==> src/rtl/upower_ctrl_pkg.sv <==
// rtl/upower_ctrl_pkg.sv - uPOWER control FSM opcodes, ALU encodings, states and shared types
package upower_ctrl_pkg;

    localparam logic [5:0] OP_LD   = 6'd58;
    localparam logic [5:0] OP_STD  = 6'd62;
    localparam logic [5:0] OP_ADDI = 6'd14;
    localparam logic [5:0] OP_ANDI = 6'd28;
    localparam logic [5:0] OP_ORI  = 6'd24;
    localparam logic [5:0] OP_XO   = 6'd31;

    localparam logic [9:0] XO_ADD = 10'd266;
    localparam logic [9:0] XO_AND = 10'd28;

    localparam logic [3:0] ALU_ADD = 4'b0010;
    localparam logic [3:0] ALU_AND = 4'b0000;
    localparam logic [3:0] ALU_OR  = 4'b0001;

    localparam logic [2:0] ST_IDLE   = 3'd0;
    localparam logic [2:0] ST_DECODE = 3'd1;
    localparam logic [2:0] ST_EXEC   = 3'd2;
    localparam logic [2:0] ST_MEM    = 3'd3;
    localparam logic [2:0] ST_WB     = 3'd4;

    typedef enum logic [1:0] {CLS_ILLEGAL, CLS_LD, CLS_STD, CLS_ALU} instr_class_e;

    typedef struct packed {
        logic [3:0] alu_op;
        logic       alu_src;
        logic       reg_dst;
        logic       reg1;
        logic       reg2;
        logic       mem_to_reg;
    } ctrl_word_t;

    localparam ctrl_word_t CTRL_NONE = '0;

endpackage

==> src/rtl/upower_control_fsm_if.sv <==
// rtl/upower_control_fsm_if.sv - fetch-stage instruction handshake between fetch and control FSM
interface upower_control_fsm_if;
    logic [31:0] instruction;
    logic        instr_valid;
    logic        instr_ready;

    modport master (output instruction, output instr_valid, input instr_ready);
    modport slave  (input instruction, input instr_valid, output instr_ready);
endinterface

==> src/rtl/upower_decoder.sv <==
// rtl/upower_decoder.sv - combinational uPOWER decode into instruction class and static control word
module upower_decoder
    import upower_ctrl_pkg::*;
(
    input  logic [5:0]   opcode,
    input  logic [9:0]   xo,
    input  logic [1:0]   ds,
    output instr_class_e cls,
    output ctrl_word_t   ctrl
);

    // Control word fields: alu_op, alu_src, reg_dst, reg1, reg2, mem_to_reg
    always_comb begin
        cls  = CLS_ILLEGAL;
        ctrl = CTRL_NONE;
        case (opcode)
            OP_LD: if (ds == 2'b00) begin
                cls  = CLS_LD;
                ctrl = '{ALU_ADD, 1'b1, 1'b1, 1'b1, 1'b0, 1'b1};
            end
            OP_STD: if (ds == 2'b00) begin
                cls  = CLS_STD;
                ctrl = '{ALU_ADD, 1'b1, 1'b0, 1'b1, 1'b0, 1'b0};
            end
            OP_ADDI: begin
                cls  = CLS_ALU;
                ctrl = '{ALU_ADD, 1'b1, 1'b1, 1'b1, 1'b0, 1'b0};
            end
            OP_ANDI: begin
                cls  = CLS_ALU;
                ctrl = '{ALU_AND, 1'b1, 1'b0, 1'b0, 1'b0, 1'b0};
            end
            OP_ORI: begin
                cls  = CLS_ALU;
                ctrl = '{ALU_OR, 1'b1, 1'b0, 1'b0, 1'b0, 1'b0};
            end
            OP_XO: begin
                if (xo == XO_ADD) begin
                    cls  = CLS_ALU;
                    ctrl = '{ALU_ADD, 1'b0, 1'b1, 1'b1, 1'b1, 1'b0};
                end else if (xo == XO_AND) begin
                    cls  = CLS_ALU;
                    ctrl = '{ALU_AND, 1'b0, 1'b0, 1'b0, 1'b1, 1'b0};
                end
            end
            default: ;
        endcase
    end

endmodule

==> src/rtl/upower_control_fsm.sv <==
// rtl/upower_control_fsm.sv - multi-cycle uPOWER control FSM; UPOWER_RETIRE_CNT_EN adds retire_count
module upower_control_fsm
    import upower_ctrl_pkg::*;
(
    input  logic                 clk,
    input  logic                 rst,
    upower_control_fsm_if.slave  fetch,
    output logic [31:0]          instr_out,
    output logic [3:0]           ALU_OP,
    output logic                 RegWrite,
    output logic                 MemRead,
    output logic                 MemWrite,
    output logic                 MemtoReg,
    output logic                 ALUSrc,
    output logic                 RegDst,
    output logic                 reg1,
    output logic                 reg2,
    output logic                 busy,
    output logic                 illegal
`ifdef UPOWER_RETIRE_CNT_EN
    ,
    output logic [31:0]          retire_count
`endif
);

    logic [2:0]   state;
    logic [2:0]   state_nxt;
    logic         started;
    logic         accept;
    logic         in_flight;
    logic         retire;
    instr_class_e cls;
    ctrl_word_t   ctrl;

    upower_decoder u_decoder (
        .opcode (instr_out[31:26]),
        .xo     (instr_out[10:1]),
        .ds     (instr_out[1:0]),
        .cls    (cls),
        .ctrl   (ctrl)
    );

    // started keeps instr_ready low until the first edge after reset release
    assign fetch.instr_ready = started && (state == ST_IDLE);
    assign accept            = fetch.instr_valid && fetch.instr_ready;

    always_ff @(posedge clk or negedge rst) begin
        if (!rst) begin
            state     <= ST_IDLE;
            started   <= 1'b0;
            instr_out <= '0;
        end else begin
            started <= 1'b1;
            state   <= state_nxt;
            if (accept) begin
                instr_out <= fetch.instruction;
            end
        end
    end

    always_comb begin
        state_nxt = state;
        case (state)
            ST_IDLE:   if (accept) state_nxt = ST_DECODE;
            ST_DECODE: state_nxt = (cls == CLS_ILLEGAL) ? ST_IDLE : ST_EXEC;
            ST_EXEC:   state_nxt = (cls == CLS_LD || cls == CLS_STD) ? ST_MEM : ST_WB;
            ST_MEM:    state_nxt = (cls == CLS_LD) ? ST_WB : ST_IDLE;
            ST_WB:     state_nxt = ST_IDLE;
            default:   state_nxt = ST_IDLE;
        endcase
    end

    // Static controls follow the decoded word only while the instruction is executing
    assign in_flight = (state == ST_EXEC) || (state == ST_MEM) || (state == ST_WB);
    assign ALU_OP    = in_flight ? ctrl.alu_op     : 4'b0000;
    assign ALUSrc    = in_flight && ctrl.alu_src;
    assign RegDst    = in_flight && ctrl.reg_dst;
    assign reg1      = in_flight && ctrl.reg1;
    assign reg2      = in_flight && ctrl.reg2;
    assign MemtoReg  = in_flight && ctrl.mem_to_reg;

    assign MemRead  = (cls == CLS_LD) && ((state == ST_MEM) || (state == ST_WB));
    assign MemWrite = (cls == CLS_STD) && (state == ST_MEM);
    assign RegWrite = (state == ST_WB);
    assign busy     = (state != ST_IDLE);
    assign illegal  = (state == ST_DECODE) && (cls == CLS_ILLEGAL);
    assign retire   = (state == ST_WB) || ((state == ST_MEM) && (cls == CLS_STD));

`ifdef UPOWER_RETIRE_CNT_EN
    always_ff @(posedge clk or negedge rst) begin
        if (!rst) begin
            retire_count <= '0;
        end else if (retire) begin
            retire_count <= retire_count + 32'd1;
        end
    end
`else
    logic unused_retire;
    assign unused_retire = retire;
`endif

endmodule
==> src/flat_wrapper.sv <==
// flat-port wrapper written by rule: the top's interface ports become plain ports
module upower_control_fsm_flat import upower_ctrl_pkg::*;
  (clk, rst, instr_out, ALU_OP, RegWrite, MemRead, MemWrite, MemtoReg, ALUSrc, RegDst, reg1, reg2, busy, illegal, fetch_instruction, fetch_instr_valid, fetch_instr_ready);
  upower_control_fsm_if fetch_i ();
  input  logic clk;
  input  logic rst;
  output logic [31:0] instr_out;
  output logic [3:0] ALU_OP;
  output logic RegWrite;
  output logic MemRead;
  output logic MemWrite;
  output logic MemtoReg;
  output logic ALUSrc;
  output logic RegDst;
  output logic reg1;
  output logic reg2;
  output logic busy;
  output logic illegal;
  input wire logic [$bits(fetch_i.instruction)-1:0] fetch_instruction;
  input wire logic [$bits(fetch_i.instr_valid)-1:0] fetch_instr_valid;
  output wire logic [$bits(fetch_i.instr_ready)-1:0] fetch_instr_ready;
  assign fetch_i.instruction = fetch_instruction;
  assign fetch_i.instr_valid = fetch_instr_valid;
  assign fetch_instr_ready = fetch_i.instr_ready;
  upower_control_fsm u_core (.clk(clk), .rst(rst), .fetch(fetch_i), .instr_out(instr_out), .ALU_OP(ALU_OP), .RegWrite(RegWrite), .MemRead(MemRead), .MemWrite(MemWrite), .MemtoReg(MemtoReg), .ALUSrc(ALUSrc), .RegDst(RegDst), .reg1(reg1), .reg2(reg2), .busy(busy), .illegal(illegal));
endmodule
==> config.mk <==
export PLATFORM = sky130hd
export DESIGN_NAME = upower_control_fsm_flat
export DESIGN_NICKNAME = d
export VERILOG_FILES = /design/src/rtl/upower_ctrl_pkg.sv /design/src/rtl/upower_control_fsm_if.sv /design/src/rtl/upower_decoder.sv /design/src/rtl/upower_control_fsm.sv /design/src/flat_wrapper.sv
export SDC_FILE = /design/constraint.sdc
export NUM_CORES = 1
export LEC_CHECK = 0
export CAP_MARGIN = 30
export CORE_ASPECT_RATIO = 1.75
export CORE_MARGIN = 3
export CORE_UTILIZATION = 41
export DETAILED_ROUTE_END_ITERATION = 10
export GPL_ROUTABILITY_DRIVEN = 0
export PLACE_DENSITY = 0.76
export SLEW_MARGIN = 20
export SYNTH_ARGS = -nofsm -noshare
export SYNTH_HDL_FRONTEND = slang
export SYNTH_SLANG_ARGS = --single-unit
==> constraint.sdc <==
create_clock -name clk -period 2.3 [get_ports clk]
set_input_delay 0.23 -clock clk [delete_from_list [all_inputs] [get_ports clk]]
set_output_delay 0.23 -clock clk [all_outputs]
set_load 0.01 [all_outputs]
==> results of run 1 <==
[placed cells by master, fill, tap and decap left out, drive strengths merged, types with 2 or more instances in the layout]
cell type and instances:
nor4 2, nand3 2, nand2b 5, clkdlybuf4s15 2, buf 25, a21oi 5
nor2b 5, nor2 11, mux2 32, a211oi 2, nor3b 3, nand2 7
nor3 3, dlygate4sd2 4, conb 3, clkbuf 8, ha 3, clkdlybuf4s50 68
dfrtp 36
[cell type report]
type | instances | share of cell area (%)
Multi-Input combinational cell | 95 | 29.02
Timing Repair Buffer | 100 | 32.42
Inverter | 1 | 0.1325
Tap cell | 48 | 2.120
Clock inverter | 1 | 1.060
Clock buffer | 7 | 3.401
Sequential cell | 36 | 31.85
[where the power goes]
part,switching (mW),internal (mW)
Clock,0.211,0.382
Combinational,0.354,0.566
Sequential,0.0996,0.783
[logic make-up (layout without fill, tap and decap cells)]
family | after synthesis | in the layout | synth area share (%)
AO/OA/AOI/OAI | 11 | 11 | 4.486
AND/OR/NAND/NOR | 46 | 46 | 16.21
other | 2 | 3 | 0.4343
multiplexers | 32 | 32 | 20.84
adder cells (fa/ha/maj) | 3 | 3 | 2.171
buffers and inverters | 8 | 109 | 3.762
flip-flops | 36 | 36 | 52.10
[metal layers]
metal | global-route usage (%) | vias to the layer above
li1 | - | 676
met1 | 20.26 | 690
met2 | 33.20 | 62
met3 | 6.992 | 10
met4 | 7.302 | 0
met5 | 0 | -
[worst min-delay path by stage]
stage / to / from / cells past startpoint / slack [ps]
6_report: u_core.instr_out[24] / rst / 1 / 30
5_1_grt: u_core.instr_out[12] / rst / 1 / 80
4_1_cts: u_core.instr_out[25] / rst / 1 / 50
3_5_place_dp: u_core.instr_out[25] / rst / 1 / 360
3_3_place_gp: u_core.instr_out[23] / rst / 1 / 330
2_1_floorplan: u_core.instr_out[0] / rst / 0 / -70
[registers in the layout, summed over array words and instances (netlist names)]
signal	count
u_core.state	3
u_core.instr_out	32
u_core.started	1
[cell usage after synthesis (all sizes together)]
master / number
conb: 2
nor3: 3
o21ai: 1
nor2: 11
buf: 6
nand3: 2
nand3b: 1
a21o: 1
ha: 3
dfrtp: 36
inv: 1
or4bb: 1
nor2b: 5
mux2: 32
or2: 1
or4: 1
nand2b: 5
a31o: 1
or4b: 1
o32ai: 1
and3: 1
nor4: 2
a211oi: 2
and2: 1
clkbuf: 1
nand2: 7
a21oi: 5
nor3b: 3
nand4bb: 1
[worst max-delay path: cells and delay by family, from the launching register on]
kind	cells	cell delay [ps]
and+or+nand+nor	4	930
DFF	1	380
AOI/OAI and AO/OA	1	190
adders and majority gates	1	160
buffers and inverters	1	140
[metrics by stage]
step / setup WS, ps / hold slack, ps / area (um2)
after global placement: -154.6 / 334.4 / 2660
after detailed placement: -225.0 / 358.0 / 2660
after CTS: -28.66 / 48.33 / 2801
final: -8.458 / 26.29 / 2833
after global routing: -82.80 / 75.52 / 2833
after floorplan: 211.5 / -65.59 / 1733
[timing repair]
action / 4_1_cts / 5_1_grt
endpoints found under the setup margin: 10 / 7
buffers inserted: 0 / 2
resized for setup: 30 / 7
pin swaps: 3 / 0
==> impl_metrics.toml, run 1 <==
[sta]
max_slew_margin_pct = 48.13
max_clock_freq_ghz = 0.4332
setup_viol = 1
worst_slack_ps = -8.458
min_period_ps = 2308
fin_skew_ps = 1.883
drv_slew = 0
final.period_utilization_pct = 100.4
finalHoldViolCount = 0
rsz0062_at_grt = "yes"
tns_ps = -8.458
worst_pin_slew_ps = 778.0

[drt]
vias = 1438
first_pass_iters = 4
drtAntennaViolNets = 0
dr.max_layer_used = "met4"
routedLengthMet1_mm = 1.451
wl_met3_um = 371
drt-initial-drc-count = 25
wl_per_cell_um = 15.18
via_per_inst = 4.993
dr_wl_met2_mm = 2.443
drc_errors = 0
route.final.wire_length_mm = 4.373

[layout]
seqCellArea_um2 = 902.1
syn_to_final_growth_pct = 63.82
num_antenna_cells = 0
finalNonFillerCells = 288
final_core_util_pct = 71.20
drive_gt1_share_pct = 34.17
multiInputGateArea_um2 = 822.0
finalNetCount = 277
fillers = 317

[worst_hold_path]
worstHoldPathType = "in -> async"

[clocking]
cts.sinks = 36
cts_tree = "built"
htreeDepth = 2
clockRootBuffer = "clkbuf_8"
hold_buffers = 0
clockBufferDepth = 2
cts_inserted_buffers = 5
path_clk_slew_ps = 70
clock_latency_ps = 280

[logic_synthesis]
synth_seq_cells = 36
synth-warning-count = 0
yosysTopAreaCell = "dfrtp_1"
synth_top_area_share_pct = 52.10
synthCells = 138
syn_avg_cell_area_um2 = 12.53
synth_area_leaders = "dfrtp_1 (52%), mux2_2 (18%), mux2_1 (2.6%)"
synth_cell_types = 34
synth-seq-area-share_pct = 52.10
synth_area_mm2 = 0.001729

[setup_path]
arrival_ps = 2080
r2r_cells = 8
r2r_slack_ps = 230
worstSetupStartpoint = "u_core.instr_out[8]"
slowest_stage = "or4b_4"
crit_fanout = 4
critPathMaxStageDelay_ps = 560
r2r-end = "u_core.state[1]"
cp-end-kind = "primary output"
path_cells = "or4b_4, nor2_4, a31o_4, nand2b_1, ha_1, nor2b_1, buf_2"
crit_type = "reg -> out"
setup.worst_path.end = "MemRead"
required_ps = 2070
reg2reg_from = "u_core.instr_out[8]"
critPathLaunchType = "flip-flop"

[power_and_ir_drop]
p_leak_nw = 1.220
power_mw = 2.396
p_per_area_mw_per_mm2 = 845.7
peakVddDrop_mv = 0.5537

[placed_design]
dp_hpwl_mm = 3.381
numPortBuffers = 79
placed_cells = 278

[die]
num_rows = 30
die_area_mm2 = 0.005063
ios = 82
fp.dieH_um = 91.91
core_area_mm2 = 0.003979
initial_utilization_pct = 43.46
die_w_um = 55.09

[job]
drv_cap = 0

[global_route]
grt_pass1_wl_mm = 7.245
grt_max_degree = 37
grt-ovfl-total = 0
grt_pass1_vias = 1581
grt_use_total_pct = 19.29
grt_antenna_before_repair = 0

[outcome]
violations = "negative setup slack"
status = "complete, but fails checks"
Note: power is estimated with default switching activity, not from simulation.
==> inputs of run 2 (changes only) <==
--- a/config.mk
+++ b/config.mk
@@ -11,7 +11,7 @@
 export CORE_UTILIZATION = 41
 export DETAILED_ROUTE_END_ITERATION = 10
 export GPL_ROUTABILITY_DRIVEN = 0
-export PLACE_DENSITY = 0.76
+export PLACE_DENSITY_LB_ADDON = 0.1
 export SLEW_MARGIN = 20
 export SYNTH_ARGS = -nofsm -noshare
 export SYNTH_HDL_FRONTEND = slang
==> run 2 against run 1 <==
Effect of this change:
- the run now ends clean
- via count up 2.6%
- critical path depth unchanged
- worst setup slack better by 39 ps
- clock skew barely moved
- register-to-register slack barely moved
- clock power is 20% lower
- die area unchanged
- sequential share of layout area decreased by 0.29 points
- critical path type unchanged
- critical endpoint is now MemWrite
- largest cell class unchanged
- largest power group unchanged
==> impl_metrics.toml, run 2 (synthesis gave the netlist of run 1 again) <==
[placed_design]
dp_hpwl_mm = 3.449
numPortBuffers = 79
placed_cells = 280
postPlaceCellArea_mm2 = 0.002675

[layout]
layout_commonest_cell = "clkdlybuf4s50_1"
finalNetCount = 279
drive_gt1_share_pct = 36.10
fillers = 328
top_regs = "u_core.instr_out: 32 flops, u_core.state: 3 flops, u_core.started: 1 flops"
final_core_util_pct = 71.86
fin_area_mm2 = 0.002859
final_cell_mix = "clkdlybuf4s50_1 (68), dfrtp_1 (35), mux2_2 (28), buf_4 (23), nor2_1 (10)"
largest_reg_flops = 32
syn_to_final_growth_pct = 65.34
num_antenna_cells = 0
top_register = "u_core.instr_out"
finalNonFillerCells = 289

[worst_hold_path]
worstHoldPathType = "in -> async"

[die]
fp.dieH_um = 91.91
die_w_um = 55.09
initial_utilization_pct = 43.46
core_area_mm2 = 0.003979
num_rows = 30
ios = 82
die_area_mm2 = 0.005063

[global_route]
grt-ovfl-total = 0
grt_max_degree = 37
grt_antenna_before_repair = 0
grt_pass1_vias = 1556
grt_pass1_wl_mm = 6.920
grt_use_total_pct = 18.88

[drt]
first_pass_iters = 4
drtAntennaViolNets = 0
route.final.wire_length_mm = 4.622
drc_errors = 0
vias = 1476
via_per_inst = 5.107
drt-initial-drc-count = 5
wl_per_cell_um = 15.99

[clocking]
cts.sinks = 36
clockRootBuffer = "clkbuf_8"
clockBufferDepth = 2
htreeDepth = 2
path_clk_slew_ps = 70
clock_latency_ps = 280
cts_inserted_buffers = 5
hold_buffers = 0
cts_tree = "built"

[setup_path]
r2r_slack_ps = 240
crit_type = "reg -> out"
cp-end-kind = "primary output"
arrival_ps = 2040
required_ps = 2070
crit_fanout = 4
r2r-end = "u_core.state[1]"
critPathLaunchType = "flip-flop"
r2r_cells = 8
reg2reg_from = "u_core.instr_out[1]"

[sta]
rsz0062_at_grt = "yes"
max_clock_freq_ghz = 0.4407
worst_pin_slew_ps = 810.4
hold_ws_ps = 39.01
drv_slew = 0
final.period_utilization_pct = 98.65
min_period_ps = 2269
max_slew_margin_pct = 45.98
setup_viol = 0
fin_skew_ps = 2.077
finalHoldViolCount = 0

[power_and_ir_drop]
p_leak_nw = 1.224
p_comb_share_pct = 40.3
seqPwrFrac_pct = 38.8
peakVddDrop_mv = 0.7087
p_per_area_mw_per_mm2 = 801.3
swShare_pct = 29.44
internal-power_mw = 1.616
power_mw = 2.291
power_switching_mw = 0.6744
p_clk_share_pct = 20.9

[job]
drv_cap = 0

[outcome]
status = "finished clean"
run 2: cell type report:
| cell class | instances | area, um2 | area share (%) |
|---|---|---|---|
| clock buffer | 7 | 96.34 | 3.370 |
| inverter | 1 | 3.754 | 0.1313 |
| multi-input combinational | 95 | 865.8 | 30.28 |
| sequential | 36 | 902.1 | 31.55 |
| tap | 48 | 60.06 | 2.101 |
| timing repair buffer | 102 | 930.9 | 32.56 |
run 2: timing repair:
item / 4_1_cts / 5_1_grt
setup buffers: 0 / 2
pin swaps: 4 / 6
gates resized for setup: 27 / 22
setup endpoints to repair: 10 / 10
run 2: per-layer routing:
layer / track usage (%) / part of all wire (%) / up-vias
met3: 6.016 / 8.9 / 11
met1: 18.26 / 32 / 716
met2: 34.39 / 56 / 66
met5: 0 / 0 / -
li1: - / - / 683
met4: 7.302 / 2.1 / 0
run 2: worst max-delay path by stage:
stage / startpoint / to / slack, ps / depth (start not counted)
CTS: u_core.instr_out[8] / MemWrite / -160 / 7
floorplan: u_core.instr_out[26] / u_core.state[1] / 210 / 8
finish: u_core.instr_out[1] / MemWrite / 30 / 7
detailed placement: u_core.instr_out[1] / MemRead / -140 / 7
global placement: u_core.instr_out[1] / MemRead / -100 / 7
global route: u_core.instr_out[1] / MemWrite / -60 / 7
run 2: per-stage QoR:
stage | setup TNS (ps) | setup WS, ps
floorplan | 0 | 211.5
global placement | -259.9 | -104.6
detailed placement | -408.0 | -142.3
CTS | -253.4 | -155.4
global route | -221.8 | -63.38
finish | 0 | 31.04
run 2: power groups by stage:
stage,logic [mW],clock network (mW),registers [mW]
final,0.923,0.478,0.889
after global routing,0.990,0.520,0.910
after CTS,0.899,0.498,0.888
after detailed placement,0.891,0,0.899
after global placement,0.865,0,0.887
after floorplan,0.273,0,0.963
run 2: worst max-delay path: stages, from the launching register on:
cell and delay, ps:
dfrtp_1 380, or4b_4 560, nor2_4 130, a31o_4 180, nor2b_2 50, ha_2 170, and3_1 150, buf_2 130
==> inputs of run 3 (changes only) <==
--- a/config.mk
+++ b/config.mk
@@ -12,6 +12,7 @@
 export DETAILED_ROUTE_END_ITERATION = 10
 export GPL_ROUTABILITY_DRIVEN = 0
 export PLACE_DENSITY_LB_ADDON = 0.1
+export SETUP_SLACK_MARGIN = 0.5
 export SLEW_MARGIN = 20
 export SYNTH_ARGS = -nofsm -noshare
 export SYNTH_HDL_FRONTEND = slang
==> run 3 against run 2 <==
Effect of this change:
- the run now ends with negative setup slack left
- clock-buffer cell count is 2 lower
- combinational power is 12% higher
- routed wire length is 10% higher
- register-to-register slack worse by 120 ps
- die area stayed put
- non-clock buffer count is 11 higher
- sequential share of layout area is 1.7 points lower
- critical path depth is 1 higher
- largest power group unchanged
==> impl_metrics.toml, run 3 (synthesis gave the netlist of run 1 again) <==
[drt]
drtAntennaViolNets = 0
drc_errors = 0
first_pass_iters = 4
route.final.wire_length_mm = 5.086
via_per_inst = 5.113
drt-initial-drc-count = 17
vias = 1539
wl_per_cell_um = 16.90

[sta]
max_clock_freq_ghz = 0.4127
max_slew_margin_pct = 47.70
final.period_utilization_pct = 105.3
finalHoldViolCount = 0
min_period_ps = 2423
fin_skew_ps = 9.067
drv_slew = 0
worst_pin_slew_ps = 784.5
hold_ws_ps = 17.64
setup_viol = 3
worst_slack_ps = -122.9
rsz0062_at_grt = "yes"

[job]
drv_cap = 0

[outcome]
violations = "negative setup slack"
status = "complete, but fails checks"

[layout]
top_register = "u_core.instr_out"
num_antenna_cells = 0
final_cell_mix = "clkdlybuf4s50_1 (65), dfrtp_1 (32), buf_4 (29), mux2_2 (28)"
largest_reg_flops = 32
multiInputGateArea_um2 = 942.2
drive_gt1_share_pct = 47.04
finalNetCount = 290
fillers = 281
layout_commonest_cell = "clkdlybuf4s50_1"
syn_to_final_growth_pct = 75.25
top_regs = "u_core.instr_out: 32 flops, u_core.state: 3 flops, u_core.started: 1 flops"
final_core_util_pct = 76.16
seqCellArea_um2 = 905.9

[power_and_ir_drop]
power_mw = 2.375
p_per_area_mw_per_mm2 = 783.8
p_leak_nw = 1.317
peakVddDrop_mv = 0.5285

[die]
die_w_um = 55.09
die_area_mm2 = 0.005063
initial_utilization_pct = 43.46
core_area_mm2 = 0.003979
ios = 82
fp.dieH_um = 91.91
num_rows = 30

[clocking]
cts_tree = "built"
htreeDepth = 2
clock_latency_ps = 280
clockRootBuffer = "clkbuf_8"
cts.sinks = 36
hold_buffers = 0
path_clk_slew_ps = 80
clockBufferDepth = 2
cts_inserted_buffers = 5

[setup_path]
slowest_stage = "or4b_4"
r2r_slack_ps = 120
r2r-end = "u_core.state[1]"
cp-end-kind = "primary output"
critPathMaxStageDelay_ps = 560
worstSetupStartpoint = "u_core.instr_out[8]"
r2r_cells = 9
crit_type = "reg -> out"
crit_fanout = 3
critPathLaunchType = "flip-flop"
path_cells = "or4b_4, nor2_4, a31o_4, buf_6, a21o_1, ha_2, and3_4, buf_6"
arrival_ps = 2190
reg2reg_from = "u_core.instr_out[8]"
critPathMostFrequentCell = "buf_6"
setup.worst_path.end = "MemWrite"
required_ps = 2070

[placed_design]
dp_hpwl_mm = 3.404
numPortBuffers = 79
place_ws_ps = -96.86

[global_route]
grt_pass1_wl_mm = 7.755
grt_antenna_before_repair = 0
grt_pass1_vias = 1720
grt-ovfl-total = 0
grt_max_degree = 37
grt_use_total_pct = 21.01

[worst_hold_path]
worstHoldPathType = "in -> async"
## run 3: power by group
part | internal, mW | total, mW | switching, mW | leakage (nW)
Combinational | 0.624 | 1.03 | 0.404 | 0.851
Clock | 0.215 | 0.449 | 0.234 | 0.0445
Sequential | 0.784 | 0.898 | 0.114 | 0.422
Total | 1.62 | 2.38 | 0.752 | 1.32
## run 3: per-layer routing
metal | track usage, % | vias up | part of all wire [%]
li1 | - | 704 | -
met1 | 21.82 | 764 | 35
met2 | 36.76 | 65 | 56
met3 | 7.317 | 6 | 7.8
met4 | 7.505 | 0 | 1.5
met5 | 0 | - | 0
## run 3: stage by stage
stage               TNS (ps)  cells  cell area (um2)
floorplan                  0    139             1763
global placement      -103.5    277             2683
finish                -315.8    301             3030
global route          -784.6    301             3030
CTS                   -43.15    297             2937
detailed placement    -188.3    277             2683
## run 3: repair_timing
action | in CTS | in global routing
pin swaps | 13 | 9
gates resized for setup | 66 | 17
setup endpoints to repair | 15 | 14
buffers inserted | 12 | 4
## run 3: final cells by class
type / count / share of cell area, %
Multi-Input combinational cell: 95 / 31.09
Timing Repair Buffer: 113 / 33.94
Clock inverter: 3 / 0.7019
Tap cell: 48 / 1.982
Sequential cell: 36 / 29.89
Inverter: 1 / 0.1239
Clock buffer: 5 / 2.271
## run 3: worst min-delay path by stage
stage,from,endpoint,slack (ps),depth (start not counted)
finish,rst,u_core.instr_out[12],20,1
detailed placement,rst,u_core.instr_out[12],360,1
global placement,rst,u_core.instr_out[12],340,1
CTS,rst,u_core.instr_out[12],40,1
global route,rst,u_core.instr_out[12],60,1
floorplan,rst,u_core.instr_out[0],-70,0
## run 3: worst max-delay path, delay by kind of cell, from the launching register on
| kind | cells | cell delay, ps |
|---|---|---|
| and+or+nand+nor | 3 | 880 |
| DFF | 1 | 380 |
| buffers and inverters | 2 | 180 |
| AOI/OAI and AO/OA | 2 | 280 |
| adders and majority gates | 1 | 170 |
